File: src/rtl/mem_access_unit.sv
// Load/store/fetch access unit: decodes MIPS load/store opcodes into single-beat
// Avalon-MM transfers and returns the lane-extracted, extended load result.
module mem_access_unit #(
  parameter int DATA_W = 32
) (
  input  logic              clk,
  input  logic              reset,
  input  logic              req_valid,
  input  logic              req_fetch,
  input  logic [5:0]        opcode,
  input  logic [DATA_W-1:0] addr,
  input  logic [DATA_W-1:0] wdata,
  output logic              req_ready,
  output logic              resp_valid,
  output logic [DATA_W-1:0] rdata,
  output logic              err,
  output logic [DATA_W-1:0] mem_address,
  output logic              mem_read,
  output logic              mem_write,
  output logic [3:0]        mem_byteenable,
  output logic [DATA_W-1:0] mem_writedata,
  input  logic              mem_waitrequest,
  input  logic [DATA_W-1:0] mem_readdata
);

  typedef enum logic [1:0] {IDLE, ACCESS, RESP} state_e;
  typedef enum logic [1:0] {SZ_BYTE, SZ_HALF, SZ_WORD} size_e;

  localparam logic [5:0] OP_LB  = 6'b100000;
  localparam logic [5:0] OP_LH  = 6'b100001;
  localparam logic [5:0] OP_LW  = 6'b100011;
  localparam logic [5:0] OP_LBU = 6'b100100;
  localparam logic [5:0] OP_LHU = 6'b100101;
  localparam logic [5:0] OP_SB  = 6'b101000;
  localparam logic [5:0] OP_SH  = 6'b101001;
  localparam logic [5:0] OP_SW  = 6'b101011;

  state_e state_q, state_d;

  // Decoded view of the request currently on the input ports
  size_e             dec_size;
  logic              dec_signed;
  logic              dec_store;
  logic              dec_err;
  logic [3:0]        dec_be;
  logic [DATA_W-1:0] dec_wdata;

  // Attributes of the captured request, used while the bus completes
  size_e             size_q;
  logic              signed_q;
  logic              store_q;
  logic [1:0]        lane_q;

  logic              bus_done;
  logic [7:0]        rd_byte;
  logic [15:0]       rd_half;
  logic [DATA_W-1:0] load_data;

  // NOTE: every combinational output gets a default first so no path leaves it
  // unassigned, which would otherwise infer a latch.
  always_comb begin
    dec_size   = SZ_WORD;
    dec_signed = 1'b0;
    dec_store  = 1'b0;
    dec_err    = 1'b0;
    if (req_fetch) begin
      dec_err = (addr[1:0] != 2'b00);
    end else begin
      case (opcode)
        OP_LB:  begin dec_size = SZ_BYTE; dec_signed = 1'b1; end
        OP_LBU: dec_size = SZ_BYTE;
        OP_LH:  begin dec_size = SZ_HALF; dec_signed = 1'b1; dec_err = addr[0]; end
        OP_LHU: begin dec_size = SZ_HALF; dec_err = addr[0]; end
        OP_LW:  dec_err = (addr[1:0] != 2'b00);
        OP_SB:  begin dec_size = SZ_BYTE; dec_store = 1'b1; end
        OP_SH:  begin dec_size = SZ_HALF; dec_store = 1'b1; dec_err = addr[0]; end
        OP_SW:  begin dec_store = 1'b1; dec_err = (addr[1:0] != 2'b00); end
        default: dec_err = 1'b1;
      endcase
    end
  end

  always_comb begin
    dec_be    = 4'b1111;
    dec_wdata = wdata;
    case (dec_size)
      SZ_BYTE: begin
        dec_be    = 4'b0001 << addr[1:0];
        dec_wdata = {4{wdata[7:0]}};
      end
      SZ_HALF: begin
        dec_be    = addr[1] ? 4'b1100 : 4'b0011;
        dec_wdata = {2{wdata[15:0]}};
      end
      default: ;
    endcase
  end

  // Lane extraction of the returning read word
  assign rd_byte  = mem_readdata[{lane_q, 3'b000} +: 8];
  assign rd_half  = lane_q[1] ? mem_readdata[31:16] : mem_readdata[15:0];
  assign bus_done = (state_q == ACCESS) && !mem_waitrequest;

  always_comb begin
    load_data = mem_readdata;
    case (size_q)
      SZ_BYTE: load_data = {{24{signed_q & rd_byte[7]}}, rd_byte};
      SZ_HALF: load_data = {{16{signed_q & rd_half[15]}}, rd_half};
      default: ;
    endcase
  end

  // NOTE: sequential state uses non-blocking assignments so every register
  // samples pre-edge values regardless of statement order.
  always_ff @(posedge clk or negedge reset) begin
    if (!reset) state_q <= IDLE;
    else        state_q <= state_d;
  end

  always_comb begin
    state_d = state_q;
    case (state_q)
      IDLE:    if (req_valid) state_d = dec_err ? RESP : ACCESS;
      ACCESS:  if (!mem_waitrequest) state_d = RESP;
      RESP:    state_d = IDLE;
      default: state_d = IDLE;
    endcase
  end

  // Bus strobes follow the state register directly, so reset drops them at once
  always_comb begin
    req_ready  = (state_q == IDLE);
    resp_valid = (state_q == RESP);
    mem_read   = (state_q == ACCESS) && !store_q;
    mem_write  = (state_q == ACCESS) &&  store_q;
  end

  always_ff @(posedge clk or negedge reset) begin
    if (!reset) begin
      rdata          <= '0;
      err            <= 1'b0;
      mem_address    <= '0;
      mem_byteenable <= 4'b0000;
      mem_writedata  <= '0;
      size_q         <= SZ_WORD;
      signed_q       <= 1'b0;
      store_q        <= 1'b0;
      lane_q         <= 2'b00;
    end else if (state_q == IDLE && req_valid) begin
      if (dec_err) begin
        rdata <= '0;
        err   <= 1'b1;
      end else begin
        mem_address    <= {addr[DATA_W-1:2], 2'b00};
        mem_byteenable <= dec_be;
        mem_writedata  <= dec_wdata;
        size_q         <= dec_size;
        signed_q       <= dec_signed;
        store_q        <= dec_store;
        lane_q         <= addr[1:0];
      end
    end else if (bus_done) begin
      rdata <= store_q ? '0 : load_data;
      err   <= 1'b0;
    end
  end

endmodule

File: config.mk
export PLATFORM = sky130hd
export DESIGN_NAME = mem_access_unit
export DESIGN_NICKNAME = d
export VERILOG_FILES = /design/src/rtl/mem_access_unit.sv
export SDC_FILE = /design/constraint.sdc
export NUM_CORES = 1
export LEC_CHECK = 0
export CAP_MARGIN = 5
export CORE_AREA = 2 2 115 117
export DETAILED_ROUTE_END_ITERATION = 10
export DIE_AREA = 0 0 117 119
export GPL_ROUTABILITY_DRIVEN = 0
export GPL_TIMING_DRIVEN = 0
export PLACE_DENSITY = 0.75
export SYNTH_ARGS = -nofsm -noshare
export SYNTH_HDL_FRONTEND = slang
export SYNTH_SLANG_ARGS = --single-unit
File: constraint.sdc
create_clock -name clk -period 5.1 [get_ports clk]
set_clock_uncertainty 0.2 [all_clocks]
set_input_delay 0.51 -clock clk [delete_from_list [all_inputs] [get_ports clk]]
set_output_delay 0.51 -clock clk [all_outputs]
set_load 0.1 [all_outputs]
==> impl_metrics.env <==
export IMPL_fin_crit_sh=0.575
export IMPL_regArea_mm2=0.00268
export IMPL_vias_per_cell=5.31
export IMPL_crit_required_ns=4.39
export IMPL_grt_pass1_wl_um=23500
export IMPL_critPathKind="register to output pin"
export IMPL_p_leak_nw=3.29
export IMPL_r2r_start="state_q[1]"
export IMPL_cts_buffers=9
export IMPL_powerDensity_mw_per_mm2=622
export IMPL_yosysWarnings=0
export IMPL_rsz0062_at_grt="false"
export IMPL_tightest_slew_ns=1.02
export IMPL_synth_edf_count=0
export IMPL_cp_slowest_stage_delay_ns=1.16
export IMPL_r2r_end="rdata[27]"
export IMPL_avgSynthCellArea_um2=11.7
export IMPL_cp_cell_sequence="inv_2 > nand2_1 > nor2_1 > clkdlybuf4s50_1"
export IMPL_max_slew_margin_rel=0.316
export IMPL_ys_seq_area_frac=0.541
export IMPL_slew_violations=0
export IMPL_drc_errors=0
export IMPL_final_common_cell="clkdlybuf4s50_1"
export IMPL_setup_viol=0
export IMPL_postCtsSetupRepairBufs=0
export IMPL_drt_iter0_drc=250
export IMPL_async_flop_share=1.00
export IMPL_clk_latency_ns=0.35
export IMPL_dp_hpwl_um=11300
export IMPL_netlist_area_mm2=0.00496
export IMPL_cts_sinks=107
export IMPL_hold_path_class="register to register"
export IMPL_num_vias=4388
export IMPL_routed_wl_um=15100
export IMPL_grt_pass1_vias=4531
export IMPL_slowest_stage="clkdlybuf4s50_1"
export IMPL_cts_htree_levels=3
export IMPL_hold_depth=1
export IMPL_fp_row_count=42
export IMPL_drt_pass1_iterations=5
export IMPL_period_needed_ns=2.93
export IMPL_fill_cells=1090
export IMPL_nets=754
export IMPL_r2r_cells=7
export IMPL_path_max_fanout=5
export IMPL_utilization=0.591
export IMPL_ant_nets=0
export IMPL_outcome="completed"
export IMPL_start_util=0.385
export IMPL_syn_inst=425
export IMPL_core_area_mm2=0.0129
export IMPL_cts_tree="built"
export IMPL_io_pins=212
export IMPL_peakVddDrop_uv=418
export IMPL_portBuffers=208
export IMPL_path_clk_slew_ns=0.06
export IMPL_final_layout_size_suffix_gt1_frac=0.112
export IMPL_overflow=0
export IMPL_hold_violations=0
export IMPL_grt_max_degree=66
export IMPL_wl_per_cell_um=18.2
export IMPL_synthFlopType="dfrtp_1"
export IMPL_synth_seq_cells=107
export IMPL_grt_use_total=0.217
export IMPL_antenna_found_initial=0
export IMPL_die_x_um=117
export IMPL_stdcell_area_mm2=0.00761
export IMPL_worst_setup_path_start_kind="register"
export IMPL_most_common_layout_cells="clkdlybuf4s50_1, dfrtp_1, nand2_1, nor2_1, mux2_1"
export IMPL_critPathCaptureType="output pin"
export IMPL_area_delta_synth_final_pct=53.5
export IMPL_max_clock_path_buffers=2
export IMPL_die_area_mm2=0.0139
export IMPL_cp_data_arrival_time_ns=2.22
export IMPL_diodes=0
export IMPL_hold_start="rdata[9]"
export IMPL_chipHeight_um=119
export IMPL_dpl_instance_area_mm2=0.00729
export IMPL_min_to="rdata[9]"
export IMPL_ys_types=48
export IMPL_multi_input_comb_area_mm2=0.00204
export IMPL_maxCapViolCount=0
export IMPL_ff2ff_setup_slack_ns=2.80
export IMPL_cts_root_buf="clkbuf_16"
export IMPL_max_freq_mhz=341
==> state kept, by name, summed over array words and instances (netlist names) <==
register and flops:
signed_q 1, rdata 32, err 1, mem_byteenable 4, state_q 2, store_q 1
lane_q 2, size_q 2, mem_address 30, mem_writedata 32
==> critical path: cells and delay by family (launching register included) <==
family	cells	cell delay (ns)
buffers and inverters	2	1.29
AND/OR/NAND/NOR	2	0.16
flip-flops	1	0.42
==> layout make-up <==
cell class	count	share of cell area
clock buffer	10	0.0314
inverter	14	0.00691
multi-input combinational	274	0.268
timing repair buffer	210	0.278
buffer	31	0.0247
sequential	107	0.352
tap	176	0.0289
clock inverter	4	0.00970
==> Yosys cell counts, types with 2 or more instances <==
cell       count  area [µm²]
nor2_1        33         124
buf_2         12        60.1
a21oi_1       14        70.1
mux2_2        21         236
a311o_1        6        60.1
nand2_1       41         154
and3_1         6        37.5
nand3_1        2        10.0
a222oi_1       7        70.1
a31oi_1       20         125
o21ai_0        6        30.0
dfrtp_1      106        2650
a22oi_1        7        52.6
o2bb2ai_1     10        87.6
nor3_1         2        10.0
a22o_1         7        61.3
a221oi_1       3        26.3
o22ai_1        2        12.5
nor2b_1       10        62.6
buf_6          4        45.0
a21o_1         9        67.6
inv_1         13        48.8
buf_4          7        52.6
mux2_1        30         338
clkbuf_1       8        30.0
a221o_1       17         170
==> layer usage <==
layer	GRT usage	wire [µm]
met5	0	0
met4	0.0706	319
met3	0.0453	978
met2	0.364	7450
met1	0.277	6300
==> logic make-up (layout without fill, tap and decap cells) <==
group	after synthesis	count (layout)	share of synthesized area
AOI/OAI and AO/OA	117	117	0.192
buffers and inverters	45	269	0.0485
DFF	107	107	0.541
muxes	53	53	0.122
other	1	2	0.000757
and+or+nand+nor	102	102	0.0962
==> per-stage QoR <==
step	power [W]	cells	hold WS (ns)	setup WS, ns	setup TNS, ns
3_5_place_dp	0.00400	811	0.266	2.12	0
3_3_place_gp	0.00397	810	0.265	-0.632	-66.49
5_1_grt	0.00489	826	0.294	2.13	0
4_1_cts	0.00475	826	0.280	2.18	0
6_report	0.00473	826	0.278	2.17	0
2_1_floorplan	0.00328	426	0.0144	2.58	0
==> how the worst max path moves through the flow <==
stage | cells after the start | start | endpoint | slack, ns
after floorplan | 3 | state_q[1] | mem_read | 2.58
after global placement | 1 | reset | mem_writedata[2] | -0.63
after detailed placement | 7 | opcode[1] | mem_address[28] | 2.12
after CTS | 3 | state_q[1] | mem_write | 2.18
after global routing | 4 | state_q[1] | mem_read | 2.13
final | 4 | state_q[1] | mem_read | 2.17
==> repair_timing <==
action | 4_1_cts | 5_1_grt
resized for setup | 0 | 0
hold buffers | 1 | 0
endpoints found under the hold margin | 17 | 0
==> where the power goes <==
group / internal (W) / switching [W] / leakage (nW) / total (W)
logic: 0.000685 / 0.00208 / 1.81 / 0.00276
clock network: 0.000439 / 0.000306 / 0.155 / 0.000745
registers: 0.00109 / 0.000136 / 1.33 / 0.00122
total: 0.00221 / 0.00252 / 3.29 / 0.00473
(Power assumes the default switching activity.)
